==> src/rtl/idex_hazard_reg.sv <==
// ID/EX pipeline register with load-use hazard detection, bubble insertion,
// flush/freeze handling and a write-back-to-decode operand bypass.
module idex_hazard_reg #(
  parameter int Depth    = 32,
  parameter int RegAddrW = 5,
  parameter int CntW     = 16
) (
  input  logic                clk,
  input  logic                rst_n,
  input  logic                id_valid,
  input  logic [Depth-1:0]    id_rs1_data,
  input  logic [Depth-1:0]    id_rs2_data,
  input  logic [Depth-1:0]    id_imm,
  input  logic [RegAddrW-1:0] id_rs1,
  input  logic [RegAddrW-1:0] id_rs2,
  input  logic [RegAddrW-1:0] id_rd,
  input  logic                id_uses_rs1,
  input  logic                id_uses_rs2,
  input  logic [7:0]          id_ctrl,
  input  logic                wb_reg_write,
  input  logic [RegAddrW-1:0] wb_rd,
  input  logic [Depth-1:0]    wb_data,
  input  logic                flush,
  input  logic                mem_stall,
  output logic                ex_valid,
  output logic [Depth-1:0]    ex_rs1_data,
  output logic [Depth-1:0]    ex_rs2_data,
  output logic [Depth-1:0]    ex_imm,
  output logic [RegAddrW-1:0] ex_rs1,
  output logic [RegAddrW-1:0] ex_rs2,
  output logic [RegAddrW-1:0] ex_rd,
  output logic [7:0]          ex_ctrl,
  output logic                hazard_stall,
  output logic [CntW-1:0]     bubble_count
);

  // id_ctrl = {reg_write, mem_read, mem_write, mem_to_reg, alu_src, alu_op[2:0]}
  localparam int CtrlMemRead = 6;

  logic                flush_pending;
  logic                load_use;
  logic                rs1_hit;
  logic                rs2_hit;
  logic                byp_rs1;
  logic                byp_rs2;
  logic                bubble;
  logic [Depth-1:0]    rs1_data_sel;
  logic [Depth-1:0]    rs2_data_sel;
  logic [CntW-1:0]     bubble_count_inc;

  assign rs1_hit  = id_uses_rs1 && (id_rs1 == ex_rd);
  assign rs2_hit  = id_uses_rs2 && (id_rs2 == ex_rd);
  assign load_use = ex_valid && ex_ctrl[CtrlMemRead] && (ex_rd != '0) && id_valid
                    && (rs1_hit || rs2_hit);

  assign hazard_stall = load_use && !mem_stall && !flush && !flush_pending;

  // x0 is hardwired to zero, so a write-back to it must never be forwarded.
  assign byp_rs1 = wb_reg_write && (wb_rd != '0) && (wb_rd == id_rs1);
  assign byp_rs2 = wb_reg_write && (wb_rd != '0) && (wb_rd == id_rs2);

  assign rs1_data_sel = byp_rs1 ? wb_data : id_rs1_data;
  assign rs2_data_sel = byp_rs2 ? wb_data : id_rs2_data;

  assign bubble           = flush || flush_pending || load_use;
  assign bubble_count_inc = (&bubble_count) ? bubble_count : bubble_count + CntW'(1);

  always_ff @(posedge clk or negedge rst_n) begin
    if (!rst_n) begin
      flush_pending <= 1'b0;
      ex_valid      <= 1'b0;
      ex_rs1_data   <= '0;
      ex_rs2_data   <= '0;
      ex_imm        <= '0;
      ex_rs1        <= '0;
      ex_rs2        <= '0;
      ex_rd         <= '0;
      ex_ctrl       <= '0;
      bubble_count  <= '0;
    end else if (mem_stall) begin
      // Frozen pipe: remember a flush so it is applied once the stall lifts.
      if (flush) begin
        flush_pending <= 1'b1;
      end
    end else if (bubble) begin
      flush_pending <= 1'b0;
      ex_valid      <= 1'b0;
      ex_rs1_data   <= '0;
      ex_rs2_data   <= '0;
      ex_imm        <= '0;
      ex_rs1        <= '0;
      ex_rs2        <= '0;
      ex_rd         <= '0;
      ex_ctrl       <= '0;
      bubble_count  <= bubble_count_inc;
    end else begin
      ex_valid      <= id_valid;
      ex_rs1_data   <= rs1_data_sel;
      ex_rs2_data   <= rs2_data_sel;
      ex_imm        <= id_imm;
      ex_rs1        <= id_rs1;
      ex_rs2        <= id_rs2;
      ex_rd         <= id_rd;
      ex_ctrl       <= id_valid ? id_ctrl : 8'h00;
    end
  end

endmodule

==> config.mk <==
export PLATFORM = sky130hd
export DESIGN_NAME = idex_hazard_reg
export DESIGN_NICKNAME = d
export VERILOG_FILES = /design/src/rtl/idex_hazard_reg.sv
export SDC_FILE = /design/constraint.sdc
export NUM_CORES = 1
export LEC_CHECK = 0
export BUFFER_PORTS_ARGS = -buffer_cell sky130_fd_sc_hd__buf_2
export CAP_MARGIN = 20
export CORE_AREA = 3 3 124 126
export CTS_BUF_LIST = sky130_fd_sc_hd__clkbuf_8
export DETAILED_ROUTE_END_ITERATION = 10
export DIE_AREA = 0 0 127 129
export PLACE_DENSITY = 0.88
export SYNTH_ARGS = -nofsm -noshare
export SYNTH_HDL_FRONTEND = slang
export SYNTH_SLANG_ARGS = --single-unit
==> constraint.sdc <==
create_clock -name clk -period 1.59 [get_ports clk]
set_input_delay 0.0795 -clock clk [delete_from_list [all_inputs] [get_ports clk]]
set_output_delay 0.0795 -clock clk [all_outputs]
set_load 0.01 [all_outputs]
# Word-level counts from Yosys, hierarchy flattened

Cells that the tools add are included.

Register bits after elaboration: 137
Input bits: 164
Output and inout bits: 137
Word-level logic and storage cells: 56

Add/subtract/negate cells: 1
Equality and inequality tests: 5
Multiplexer cells: 14
Bitwise operators: 2
Reduce and logical (&&, ||, !) cells: 24

Operator list:

| kind                                           | number |
|---|---|
| 2-to-1 mux 32 bit                              | 5 |
| equality test 5 bit                            | 4 |
| adder 16 x 1 -> 16 bit (second input constant) | 1 |
| 2-to-1 mux 8 bit                               | 2 |
| AND reduction 16 bit                           | 1 |
| 2-to-1 mux 5 bit                               | 3 |
| logical AND 1 bit                              | 12 |
| nonzero test 5 bit                             | 2 |
| 2-to-1 mux 1 bit                               | 4 |
| zero test 1 bit                                | 3 |
| logical OR 1 bit                               | 3 |
| AND reduction 3 bit                            | 1 |
| inequality test 2 bit (second input constant)  | 1 |
| inverter 1 bit                                 | 2 |
| AND reduction 2 bit                            | 1 |
| nonzero test 2 bit                             | 1 |

# Logic depth before layout (Yosys ltp)

Gate-level depths: netlist (run 1).

Depth after elaboration: 7
Gate-level depth with buffers: 8
Depth with buffers taken out: 6

# Worst setup path before layout (run 1)

OpenSTA, ideal clock, no wires.

Path kind: register to register
Start point: reg ex_rd[0]
End point: reg ex_rd[3]
Arrival: 1.629 ns
Data required time: 1.469 ns
Setup slack: -0.160 ns
Stages on the path, launching flop included: 9
Path buffers: 2
Clock period less this slack: 1.750 ns
Cells stage by stage: dfrtp_1 xnor2_1 nand4_1 o22ai_2 nand2_1 and2_1 buf_2 buf_6 a22o_1

Cells in the longest elaborated chain, start to end: 6
Elaborated cells on any way between the ends: 11
Classes of those cells: eq/ne (2); mux (1); reduce/logical (8)

Ends and longest elaborated chain:

| item                                                  | RTL line   | RTL |
|---|---|---|
| start: declaration                                    | 31         | `output logic [RegAddrW-1:0] ex_rd,` |
| start signal: assignment                              | 103        | `ex_rd <= id_rd;` |
| equality test 5 bit, or another cell as far along     | 51         | `assign rs1_hit = id_uses_rs1 && (id_rs1 == ex_rd);` |
| logical AND 1 bit (on tied branches)                  | 51, 52, 53 |  |
| logical OR 1 bit or logical AND 1 bit (tied branches) | 54, 53     |  |
| logical AND 1 bit (*)                                 | 54         | `&& (rs1_hit \|\| rs2_hit);` |
| logical OR 1 bit (*)                                  | 65         | `assign bubble = flush \|\| flush_pending \|\| load_use;` |
| 2-to-1 mux 5 bit (*)                                  | 85         | `end else if (bubble) begin` |

Mark *: on every way between the ends. The rest lies on a longest branch, timed or not.
A chain may end at the register's enable or synchronous reset.

# Worst setup path after layout (run 1)

Start point: reg ex_rd[0]
End point: reg ex_rs2_data[14]

Cells in the longest elaborated chain, start to end: 6
Elaborated cells on any way between the ends: 11
Classes of those cells: eq/ne (2); mux (1); reduce/logical (8)

Ends and longest elaborated chain:

| item                                                  | RTL line   | RTL |
|---|---|---|
| equality test 5 bit, or another cell as far along     | 51         |  |
| logical AND 1 bit (on tied branches)                  | 51, 52, 53 |  |
| logical OR 1 bit or logical AND 1 bit (tied branches) | 54, 53     |  |
| logical AND 1 bit (*)                                 | 54         |  |
| logical OR 1 bit (*)                                  | 65         |  |
| 2-to-1 mux 32 bit (*)                                 | 85         |  |
| end signal: assignment                                | 99         | `ex_rs2_data <= rs2_data_sel;` |
| end: declaration                                      | 27         | `output logic [Depth-1:0] ex_rs2_data,` |

Marked as above.

==> out/summary.md, run 1 <==
* **number of storage elements in the synthesis netlist** 137
* **Detailed Routing Iterations Pass 1** 5
* **Die Wd** 127 microns
* **Slew @ Worst Pin** 0.5218 ns
* **Logic pwr share** 26.4%
* **number of distinct library cells after synthesis** 34
* **row cnt** 44
* **clock transition time at the flip-flop clock pins of the worst setup and hold paths** 0.09 ns
* **clock latency reported for the late side of the worst-skew pair** 0.45 ns
* **class of the worst hold path** primary input to flop
* **Post-DP HPWL** 13.89 mm
* **type of the worst setup path** flop to flop
* **post-layout util** 77.42%
* **Floorplan Core Area** 14420 sq um
* **Mapped Nets** 680
* **Crit Path Max Fanout** 8
* **Post-Syn Area per Cell** 11.89 sq um
* **number of filler instances in the final layout** 769
* **via count of the first global-routing pass** 7467
* **outcome** complete, but fails checks
* **number of design rule violations left after detail routing** 0
* **Slew Limit Headroom** 65.22%
* **antenna diode instance count** 0
* **number of vias in the routed layout** 6984
* **clock net sink count** 137
* **crit path launch type** flop
* **CTS tree** built
* **relative contribution of the clock network to total power** 33.3%
* **yosys warns** 0
* **Final Hold Violating Endpoints** 0
* **Max Cap Violations** 0
* **wire length of the first global-routing pass** 40.29 mm
* **Final Cycle Share** 125.0%
* **root cell of the clock tree** sky130_fd_sc_hd__clkbuf_8
* **data arrival time of the critical path** 2.31 ns
* **maximum clock skew at final layout** 0.01442 ns
* **overall routed net length** 28.43 mm
* **simple-gate share of the synthesized area** 10.32%
* **NumNets Final** 1199
* **portion of netlist area occupied by mux cells** 10.65%
* **average routed wire per standard cell** 23.10 microns
* **fraction of layout instances using a drive strength above 1** 49.00%
* **Starting Density** 42.45%
* **largest family of logic cells by synthesized area** compound AO/OA/AOI/OAI gates
* **element type at the critical path end** flop
* **switching power as a share of total power** 29.77%
* **number of setup violations in the final report** 137
* **count of nets left with antenna violations after detail routing** 0
* **violations in the final reports** negative setup slack
* **I/O pin cnt** 301
* **part of the power in registers** 40.3%
* **fraction of the mapped netlist area in adder cells** 0.2043%
* **Sequential Area** 3436 sq um
* **most frequent standard cell in the layout excluding fill and tap cells** sky130_fd_sc_hd__buf_2
* **Peak supply drop** 0.5844 mV
* **DRC marker count from the first detailed-route iteration** 406
* **worst path required time** 1.91 ns
* **RSZ-0062 raised after global routing** yes
* **GP Congestion** 0.8383
* **Via-to-Cell Ratio** 5.673
* **initial antenna violation count** 0
* **pin count of the biggest net entering global routing** 108
* **GRT Resource Usage Total** 31.93%
* **final-report max-slew violation count** 0
* **Fin Setup TNS** -41.74 ns
* **register area share after synthesis** 55.99%
* **net switching power** 2976 uW
* **post-layout minimum cycle time** 1.987 ns
* **post-synthesis compound-gate area fraction** 14.12%
* **reported leakage power** 0.005461 uW
* **remaining global-route overflow** 0
* **post-synthesis instance area** 6123 sq um
* **setup slack after layout** -0.3969 ns
* **die area** 16380 sq um
* **Internal** 7023 uW
* **die extent in y** 129 microns
* **TritonCTS Buffers** 17
* **P per Cell Area** 895.4 nW/um^2
* **timing-limited maximum frequency** 503.3 MHz
* **count of input and output buffers** 300
* **xor-xnor portion of the synthesized cell area** 5.006%
* **buffers from clock root to sink, at most** 2
* **post-synthesis to final-layout area growth** 82.37%
* **Post-Synthesis Cells** 515
* **area used by multi-input combinational logic** 2963 sq um
* **CTS H-tree depth** 4
* **most frequent cells in the layout** 297 x sky130_fd_sc_hd__buf_2, 153 x sky130_fd_sc_hd__dlygate4sd3_1, 131 x sky130_fd_sc_hd__dfrtp_1
[state kept, by name (all words and copies together), names as in the netlist]
name and cells:
ex_ctrl 8, ex_valid 1, ex_rs2_data 32, ex_rd 5, ex_rs2 5, bubble_count 16
flush_pending 1, ex_rs1_data 32, ex_imm 32, ex_rs1 5
[worst paths after layout]
path | startpoint | endpoint | cells after the start | slack [ns]
worst max register to register | ex_rd[0] | ex_rs2_data[14] | 11 | -0.40
worst max-delay path | ex_rd[0] | ex_rs2_data[14] | 11 | -0.40
worst min register to register | ex_rs1_data[2] | ex_rs1_data[2] | 2 | 0.49
worst min-delay path | id_valid | ex_valid | 3 | 0.05
max in group asynchronous | rst_n | ex_imm[20] | 3 | 0.85
min in group asynchronous | rst_n | ex_rs1_data[0] | 2 | 0.11
[what timing repair did]
action,in CTS,in global routing
buffers inserted,11,11
setup endpoints to repair,137,137
pin swaps,32,67
resized for setup,50,78
cloned,9,7
hold buffers,153,0
endpoints found under the hold margin,256,0
[metrics by stage]
| stage | worst slack [ns] | instances | cell area (sq um) | hold WS (ns) | total power (uW) |
|---|---|---|---|---|---|
| 4_1_cts | -0.3796 | 1217 | 10690 | 0.01527 | 9698 |
| 6_report | -0.3969 | 1231 | 11170 | 0.05462 | 9999 |
| 3_5_place_dp | -0.2137 | 1012 | 8162 | 0.01670 | 5932 |
| 2_1_floorplan | -0.06243 | 515 | 6200 | -0.2161 | 4874 |
| 5_1_grt | -0.4803 | 1231 | 11170 | 0.04418 | 10370 |
| 3_3_place_gp | -0.1803 | 1012 | 8162 | 0.01343 | 5865 |
[cells in the mapped netlist]
master / instances / area share, %
sky130_fd_sc_hd__nor3_2: 8 / 1.3
sky130_fd_sc_hd__a31o_4: 1 / 0.29
sky130_fd_sc_hd__clkbuf_1: 18 / 1.1
sky130_fd_sc_hd__mux2i_1: 64 / 10
sky130_fd_sc_hd__nor4_1: 4 / 0.41
sky130_fd_sc_hd__buf_6: 12 / 2.2
sky130_fd_sc_hd__xor2_1: 19 / 2.7
sky130_fd_sc_hd__nor2_4: 1 / 0.18
sky130_fd_sc_hd__or2_2: 1 / 0.10
sky130_fd_sc_hd__nand2_1: 75 / 4.6
sky130_fd_sc_hd__nand4_1: 9 / 0.92
sky130_fd_sc_hd__o21ai_1: 60 / 4.9
sky130_fd_sc_hd__a22o_1: 48 / 6.9
sky130_fd_sc_hd__a21oi_2: 1 / 0.14
sky130_fd_sc_hd__o22ai_2: 1 / 0.20
sky130_fd_sc_hd__and3_1: 1 / 0.10
sky130_fd_sc_hd__mux2_2: 1 / 0.18
sky130_fd_sc_hd__clkbuf_2: 2 / 0.16
sky130_fd_sc_hd__and4_4: 1 / 0.18
sky130_fd_sc_hd__ha_1: 1 / 0.20
sky130_fd_sc_hd__nor3_1: 2 / 0.16
sky130_fd_sc_hd__nor3b_2: 1 / 0.20
sky130_fd_sc_hd__o21ai_0: 4 / 0.33
sky130_fd_sc_hd__a21oi_1: 1 / 0.082
sky130_fd_sc_hd__xnor2_1: 16 / 2.3
sky130_fd_sc_hd__or3_1: 2 / 0.20
sky130_fd_sc_hd__buf_2: 3 / 0.25
sky130_fd_sc_hd__nor4_4: 3 / 1.0
sky130_fd_sc_hd__nand3_1: 2 / 0.16
sky130_fd_sc_hd__nor2_1: 4 / 0.25
sky130_fd_sc_hd__or4_4: 1 / 0.18
sky130_fd_sc_hd__a32o_1: 8 / 1.3
sky130_fd_sc_hd__and2_1: 3 / 0.31
sky130_fd_sc_hd__dfrtp_1: 137 / 56
[final cells by class]
type                    count  area share, %
clock buffers              17          2.095
clock inverters            15          1.994
multi-input cells         344          26.53
flip-flops and latches    137          30.77
well taps                 184          2.062
repair buffers            534          36.55
[power groups by stage]
stage | clock network (uW) | logic [uW] | registers, uW
2_1_floorplan | 0 | 618 | 4260
3_3_place_gp | 0 | 1830 | 4040
3_5_place_dp | 0 | 1880 | 4050
4_1_cts | 3350 | 2360 | 3990
5_1_grt | 3520 | 2790 | 4050
6_report | 3330 | 2640 | 4030
[critical path: stages, from the launching register on]
cell	delay [ns]
sky130_fd_sc_hd__dfrtp_2	0.44
sky130_fd_sc_hd__xnor2_1	0.17
sky130_fd_sc_hd__nand4_1	0.13
sky130_fd_sc_hd__o22ai_2	0.20
sky130_fd_sc_hd__nand2_1	0.11
sky130_fd_sc_hd__buf_6	0.14
sky130_fd_sc_hd__buf_4	0.12
sky130_fd_sc_hd__buf_6	0.12
sky130_fd_sc_hd__nand2_8	0.08
sky130_fd_sc_hd__buf_6	0.14
sky130_fd_sc_hd__buf_16	0.15
sky130_fd_sc_hd__o21ai_2	0.07
[cells by family after synthesis]
family,Yosys count
adder cells (fa/ha/maj),1
multiplexers,65
AND/OR/NAND/NOR,118
buffers and inverters,35
XOR/XNOR,35
AO/OA/AOI/OAI,124
flip-flops,137
[layer usage]
metal / up-vias / GRT usage, % / wire length, microns
li1: 2905 / - / -
met1: 3399 / 34.74 / 9594
met2: 527 / 54.89 / 14670
met3: 153 / 9.132 / 2498
met4: 0 / 20.32 / 1674
met5: - / 0 / 0
(Power assumes the default switching activity.)
==> inputs of run 2 (changes only) <==
--- a/config.mk
+++ b/config.mk
@@ -7,10 +7,13 @@
 export LEC_CHECK = 0
 export BUFFER_PORTS_ARGS = -buffer_cell sky130_fd_sc_hd__buf_2
 export CAP_MARGIN = 20
-export CORE_AREA = 3 3 124 126
+export CELL_PAD_IN_SITES_DETAIL_PLACEMENT = 0
+export CELL_PAD_IN_SITES_GLOBAL_PLACEMENT = 1
+export CORE_AREA = 3 3 143 145
 export CTS_BUF_LIST = sky130_fd_sc_hd__clkbuf_8
+export CTS_CLUSTER_SIZE = 10
 export DETAILED_ROUTE_END_ITERATION = 10
-export DIE_AREA = 0 0 127 129
+export DIE_AREA = 0 0 146 148
 export PLACE_DENSITY = 0.88
 export SYNTH_ARGS = -nofsm -noshare
 export SYNTH_HDL_FRONTEND = slang
==> run 2 against run 1 <==
  * The run still ends with negative setup slack left
  * Count of clock-buffer cells in the layout did not move
  * Register-to-register slack hardly changed
  * Combinational power barely moved
  * Highest routed layer unchanged
  * Sequential power is essentially flat
  * Critical path type is now flop to primary output
  * Cell count increased by 8.9%
  * Critical path depth down 3
==> out/summary.md, run 2 (synthesized netlist as in run 1, its figures left out) <==
* **Via-to-Cell Ratio** 4.956, -13%
* **Internal** 6791 uW, -3.3%
* **critical path, cell by cell** buf_6 > xnor2_2 > nand2_1 > o22ai_2 > nand2_2 > buf_6 > nor3_4 > buf_6
* **Post-DP HPWL** 14.49 mm, +4.3%
* **antenna diode instance count** 0, unchanged
* **Final Cycle Share** 126.3%, +1.3 points
* **CTS H-tree depth** 4, unchanged
* **number of vias in the routed layout** 6646, -4.8%
* **Crit Path Max Fanout** 3, -5
* **relative contribution of the clock network to total power** 32.1%, -1.2 points
* **Worst path most repeated cell** sky130_fd_sc_hd__buf_6
* **worst path required time** 1.51 ns, -0.40 ns
* **violations in the final reports** negative setup slack
* **Slew Limit Headroom** 73.11%, +7.9 points
* **Starting Density** 31.67%, -11 points
* **overall routed net length** 26.07 mm, -8.3%
* **outcome** complete, but fails checks
* **Floorplan Core Area** 19330 sq um, +34%
* **worst setup path endpoint** hazard_stall
* **RSZ-0062 raised after global routing** yes
* **post-synthesis to final-layout area growth** 86.35%
* **I/O pin cnt** 301, unchanged
* **launch point of the worst reg-to-reg path** ex_rd[2]
* **DRC marker count from the first detailed-route iteration** 398, -2.0%
* **post-layout minimum cycle time** 2.008 ns, +0.02127 ns
* **start point of the critical path** ex_rd[2]
* **die extent in y** 148 microns, +15%
* **post-layout util** 59.02%, -18 points
* **Buf+Inv Stages, Crit Path** 3, -2
* **Worst path max stage delay** 0.43 ns, about the same
* **clock net sink count** 137, unchanged
* **Die Wd** 146 microns, +15%
* **Logic pwr share** 27.0%, +0.6 points
* **count of input and output buffers** 300, unchanged
* **element type at the critical path end** primary output
* **number of filler instances in the final layout** 1512, +97%
* **highest-delay cell along the critical path** sky130_fd_sc_hd__dfrtp_2
* **wire length of the first global-routing pass** 40.39 mm, +0.26%
* **number of setup violations in the final report** 137, unchanged
* **row cnt** 51, +16%
* **CTS tree** built
* **GP Congestion** 0.8111, -3.2%
* **most frequent standard cell in the layout excluding fill and tap cells** sky130_fd_sc_hd__buf_2
* **TritonCTS Buffers** 17, unchanged
* **setup slack after layout** -0.4182 ns, -0.02127 ns
* **data arrival time of the critical path** 1.93 ns, -0.38 ns
* **total number of cells along the worst setup path** 8, -3
* **r2r worst-path depth** 10, -1
* **clock latency reported for the late side of the worst-skew pair** 0.45 ns, about the same
* **average routed wire per standard cell** 19.44 microns, -16%
* **timing-limited maximum frequency** 498.0 MHz, -1.1%
* **switching power as a share of total power** 30.56%, +0.80 points
* **net switching power** 2989 uW, +0.42%
* **type of the worst setup path** flop to primary output
* **P per Cell Area** 857.1 nW/um^2, -4.3%
* **kind of cell adding the most delay to the critical path** flip-flops
* **remaining global-route overflow** 0, unchanged
* **buffers from clock root to sink, at most** 2, unchanged
* **count of nets left with antenna violations after detail routing** 0, unchanged
* **pin count of the biggest net entering global routing** 70, -35%
* **Detailed Routing Iterations Pass 1** 4, -1
* **pre-CTS setup slack** -0.2218 ns, -0.008076 ns
* **initial antenna violation count** 0, unchanged
* **Max Cap Violations** 0, unchanged
* **die area** 21610 sq um, +32%
* **most frequent cells in the layout** 297 x sky130_fd_sc_hd__buf_2, 153 x sky130_fd_sc_hd__dlygate4sd3_1, 131 x sky130_fd_sc_hd__dfrtp_1
* **Peak supply drop** 0.4947 mV, -15%
* **class of the worst hold path** primary input to flop
* **GRT Resource Usage Total** 23.77%, -8.2 points
* **maximum clock skew at final layout** 0.01584 ns, +0.001417 ns
* **Final Hold Violating Endpoints** 0, unchanged
* **NumNets Final** 1228, +2.4%
* **root cell of the clock tree** sky130_fd_sc_hd__clkbuf_8
* **clock transition time at the flip-flop clock pins of the worst setup and hold paths** 0.08 ns, about the same
* **flop-to-flop setup slack** -0.40 ns, about the same
* **Regs by FF count** ex_imm: 32 flops, ex_rs1_data: 32 flops, ex_rs2_data: 32 flops
* **crit path launch type** flop
* **final-report max-slew violation count** 0, unchanged
* **Slew @ Worst Pin** 0.4019 ns, -0.1199 ns
* **reported leakage power** 0.005579 uW, +2.1%
* **number of design rule violations left after detail routing** 0, unchanged
* **fraction of layout instances using a drive strength above 1** 47.86%, -1.1 points
* **reg2reg end** ex_imm[20]
* **part of the power in registers** 40.9%, +0.6 points
* **via count of the first global-routing pass** 7278, -2.5%
## run 2: final cells by class
class / count / area [sq um] / area share [%]
clock buffers: 17 / 234.0 / 2.050
multi-input cells: 343 / 2790 / 24.45
repair buffers: 564 / 4431 / 38.83
flip-flops and latches: 137 / 3436 / 30.11
clock inverters: 15 / 188.9 / 1.656
well taps: 265 / 331.6 / 2.906
## run 2: power by group through the flow
stage | clock network, uW | logic (uW) | registers, uW
6_report | 3140 | 2640 | 4000
3_5_place_dp | 0 | 1930 | 4050
5_1_grt | 3360 | 2830 | 4040
2_1_floorplan | 0 | 618 | 4260
4_1_cts | 3220 | 2550 | 3990
3_3_place_gp | 0 | 1900 | 4040
## run 2: worst min-delay path, cell delays in order
cell,delay [ns]
sky130_fd_sc_hd__buf_2,0.07
sky130_fd_sc_hd__or2_2,0.16
sky130_fd_sc_hd__and2_1,0.13
## run 2: how the worst min path moves through the flow
stage / depth (start not counted) / slack [ns] / to / from
2_1_floorplan: 0 / -0.22 / bubble_count[0] / rst_n
3_3_place_gp: 1 / 0.006 / ex_rs1_data[19] / rst_n
3_5_place_dp: 1 / 0.01 / ex_rs1_data[19] / rst_n
4_1_cts: 3 / 0.02 / flush_pending / flush
5_1_grt: 3 / 0.04 / flush_pending / flush
6_report: 3 / 0.05 / flush_pending / flush
## run 2: repair_timing
| item | CTS | global route |
|---|---|---|
| endpoints found under the hold margin | 257 | 0 |
| gates resized for setup | 57 | 46 |
| gates cloned | 16 | 2 |
| hold buffers | 153 | 0 |
| buffers inserted | 30 | 10 |
| setup endpoints to repair | 137 | 137 |
| pin swaps | 39 | 15 |
## run 2: metal layers
metal / GRT usage, % / routed length (microns)
met4: 11.62 / 930
met5: 0 / 0
met2: 40.85 / 13140
met3: 5.487 / 2042
met1: 28.21 / 9954
## run 2: metrics by stage
step	TNS, ns	cell area, sq um	cells	total power (uW)	hold slack (ns)
after CTS	-37.89	11340	1339	9755	0.02018
after global routing	-50.93	11410	1341	10230	0.04088
after detailed placement	-20.79	8421	1109	5977	0.01244
after global placement	-14.78	8421	1109	5940	0.006389
after floorplan	-5.118	6200	515	4874	-0.2161
final	-43.52	11410	1341	9780	0.04536
==> inputs of run 3 (changes only) <==
--- a/config.mk
+++ b/config.mk
@@ -9,12 +9,12 @@
 export CAP_MARGIN = 20
 export CELL_PAD_IN_SITES_DETAIL_PLACEMENT = 0
 export CELL_PAD_IN_SITES_GLOBAL_PLACEMENT = 1
-export CORE_AREA = 3 3 143 145
+export CORE_AREA = 3 3 135 137
 export CTS_BUF_LIST = sky130_fd_sc_hd__clkbuf_8
 export CTS_CLUSTER_SIZE = 10
 export DETAILED_ROUTE_END_ITERATION = 10
-export DIE_AREA = 0 0 146 148
-export PLACE_DENSITY = 0.88
+export DIE_AREA = 0 0 138 140
+export PLACE_DENSITY = 0.93
 export SYNTH_ARGS = -nofsm -noshare
 export SYNTH_HDL_FRONTEND = slang
 export SYNTH_SLANG_ARGS = --single-unit
==> constraint.sdc (replaced) <==
create_clock -name clk -period 2.2 [get_ports clk]
set_input_delay 0.11 -clock clk [delete_from_list [all_inputs] [get_ports clk]]
set_output_delay 0.11 -clock clk [all_outputs]
set_load 0.01 [all_outputs]
==> run 3 against run 2 <==
  * The flow finishes with violations (negative hold slack)
  * Count of clock-buffer cells in the layout is the same
  * Highest routed layer unchanged
  * Utilization grew 0.66 points
  * Via count shrank 6.3%
  * Sequential share of layout area grew 3.3 points
  * Worst hold slack lost 0.046 ns
  * Largest cell class unchanged
  * Power shrank 35%
  * Clock power shrank 38%
  * Clock skew shrank 0.0037 ns
  * Combinational power shrank 46%
  * Final area shrank 10%
  * Non-clock buffer count shrank 49
  * Routed wire length shrank 11%
==> out/summary.md, run 3 (synthesized netlist as in run 1, its figures left out) <==
* **outcome** complete, but fails checks
* **violations in the final reports** negative hold slack
* **I/O pin cnt** 301, unchanged
* **Fin Setup TNS** 0 ns, +43.52 ns
* **fraction of layout instances using a drive strength above 1** 38.36%, -9.5 points
* **maximum clock skew at final layout** 0.01209 ns, -0.003748 ns
* **data arrival time of the critical path** 2.52 ns, +0.59 ns
* **count of nets left with antenna violations after detail routing** 0, unchanged
* **clock net sink count** 137, unchanged
* **Die Wd** 138 microns, -5.5%
* **placement-stage cell area** 7951 sq um, -5.6%
* **post-layout minimum cycle time** 2.176 ns
* **Via-to-Cell Ratio** 4.973, +0.34%
* **post-synthesis to final-layout area growth** 67.41%
* **wire length of the first global-routing pass** 36.07 mm, -11%
* **DRC marker count from the first detailed-route iteration** 314, -21%
* **GP Congestion** 0.8989, +11%
* **element type at the critical path end** flop
* **reported leakage power** 0.005041 uW, -9.6%
* **most frequent standard cell in the layout excluding fill and tap cells** sky130_fd_sc_hd__buf_2
* **number of setup violations in the final report** 0, -100%
* **total non-filler cell area in the finished layout** 10250 sq um, -10%
* **pre-CTS setup slack** -0.02330 ns, +0.1985 ns
* **average routed wire per standard cell** 18.44 microns, -5.1%
* **Slew @ Worst Pin** 0.8159 ns, +0.4140 ns
* **final-report max-slew violation count** 0, unchanged
* **most frequent cells in the layout** 298 x sky130_fd_sc_hd__buf_2, 173 x sky130_fd_sc_hd__dlygate4sd3_1, 137 x sky130_fd_sc_hd__dfrtp_1
* **P per Cell Area** 617.1 nW/um^2, -28%
* **number of filler instances in the final layout** 1372, -9.3%
* **type of the worst setup path** primary input to flop
* **Crit Path Max Fanout** 8, +5
* **crit path launch type** primary input
* **post-layout util** 59.68%, +0.66 points
* **Peak supply drop** 0.3332 mV, -33%
* **class of the worst hold path** primary input to flop
* **Slew Limit Headroom** 45.61%, -27 points
* **row cnt** 48, -5.9%
* **highest-delay cell along the critical path** sky130_fd_sc_hd__dlygate4sd3_1
* **TritonCTS Buffers** 17, unchanged
* **critical path, cell by cell** dlygate4sd3_1 > buf_2 > xnor2_1 > nand4_1 > nor4_4 > buf_6 > buf_8 > mux2i_1 > dlygate4sd3_1 > o21ai_1
* **Detailed Routing Iterations Pass 1** 5, +1
* **Max Cap Violations** 0, unchanged
* **Buf+Inv Stages, Crit Path** 5, +2
* **number of vias in the routed layout** 6226, -6.3%
* **Worst path most repeated cell** sky130_fd_sc_hd__dlygate4sd3_1
* **Regs by FF count** ex_imm: 32 flops, ex_rs1_data: 32 flops, ex_rs2_data: 32 flops
* **RSZ-0062 raised after global routing** yes
* **clock transition time at the flip-flop clock pins of the worst setup and hold paths** 0.09 ns, about the same
* **Final Cycle Share** 98.91%
* **worst path required time** 2.54 ns, +1.03 ns
* **CTS H-tree depth** 4, unchanged
* **buffers from clock root to sink, at most** 2, unchanged
* **Worst path max stage delay** 0.60 ns, +0.17 ns
* **NumNets Final** 1179, -4.0%
* **kind of cell adding the most delay to the critical path** buffers and inverters
* **setup slack after layout** 0.02402 ns, +0.4422 ns
* **root cell of the clock tree** sky130_fd_sc_hd__clkbuf_8
* **timing-limited maximum frequency** 459.6 MHz
* **remaining global-route overflow** 0, unchanged
* **number of design rule violations left after detail routing** 0, unchanged
* **Starting Density** 35.65%, +4.0 points
* **Final Hold Violating Endpoints** 1, +1
* **die extent in y** 140 microns, -5.4%
* **CTS tree** built
* **count of input and output buffers** 300, unchanged
* **die area** 19320 sq um, -11%
* **post-route worst hold slack** -0.001023 ns, -0.04638 ns
* **antenna diode instance count** 0, unchanged
* **GRT Resource Usage Total** 23.30%, -0.47 points
* **Post-DP HPWL** 13.54 mm, -6.6%
* **pin count of the biggest net entering global routing** 75, +7.1%
* **Floorplan Core Area** 17180 sq um, -11%
* **initial antenna violation count** 0, unchanged
* **clock latency reported for the late side of the worst-skew pair** 0.45 ns, about the same
* **overall routed net length** 23.09 mm, -11%
* **via count of the first global-routing pass** 6767, -7.0%
[run 3: changes by cell type in the layout (fill, tap and decap cells not counted), sizes merged, moves of 2 or more]
cell,change
dlymetal6s4s,+3
buf,-69
bufinv,-3
dlygate4sd3,+20
clkbuf,-2
[run 3: through the flow]
step	hold slack [ns]	std cells	total power, uW
floorplan	-0.1856	515	3493
global placement	0.05745	1028	4084
detailed placement	0.05551	1028	4113
CTS	0.007918	1239	6347
global route	0.02456	1252	6660
finish	-0.001023	1252	6326
[run 3: power breakdown]
group	switching, uW	internal (uW)	total [uW]
sequential	189	2750	2940
clock	1130	826	1960
combinational	693	742	1430
total	2010	4310	6330
[run 3: final timing paths]
path / slack, ns / cells after the start / endpoint / from
worst max-delay path: 0.02 / 10 / ex_rs1_data[8] / id_rs1[3]
worst min-delay path: -0.001 / 3 / ex_rs1_data[6] / wb_data[6]
worst max register to register: 0.17 / 7 / bubble_count[1] / ex_rd[4]
worst min register to register: 0.49 / 1 / ex_ctrl[2] / ex_ctrl[2]
max in group asynchronous: 1.42 / 3 / ex_imm[24] / rst_n
min in group asynchronous: 0.15 / 2 / bubble_count[9] / rst_n
[run 3: per-layer routing]
layer  track usage (%)  routed length [microns]  vias to the layer above
met5                 0                        0                        -
met4             10.71                      834                        0
met3             7.204                     1695                       68
met2             40.18                    11800                      316
met1             26.58                     8761                     2984
li1                  -                        -                     2858
[run 3: layout make-up]
class / count / area [sq um] / share of cell area [%]
Multi-Input combinational cell: 343 / 2482 / 24.22
Timing Repair Buffer: 515 / 3689 / 35.98
Tap cell: 225 / 281.5 / 2.746
Sequential cell: 137 / 3428 / 33.44
Clock buffer: 17 / 234.0 / 2.282
Clock inverter: 15 / 136.4 / 1.330
[run 3: timing repair]
item,in CTS,in global routing
hold buffers,179,0
gates cloned,0,2
setup endpoints to repair,1,48
hold endpoints to repair,253,0
resized for setup,1,9
setup buffers,0,14
pin swaps,0,2
[run 3: worst reg2reg max path: stages (launching register included)]
cell and delay (ns):
sky130_fd_sc_hd__dfrtp_1 0.45, sky130_fd_sc_hd__xnor2_1 0.16, sky130_fd_sc_hd__nand4_1 0.12, sky130_fd_sc_hd__o22ai_2 0.10
sky130_fd_sc_hd__buf_4 0.15, sky130_fd_sc_hd__a21oi_4 0.45, sky130_fd_sc_hd__nor2_1 0.19, sky130_fd_sc_hd__mux2_2 0.31
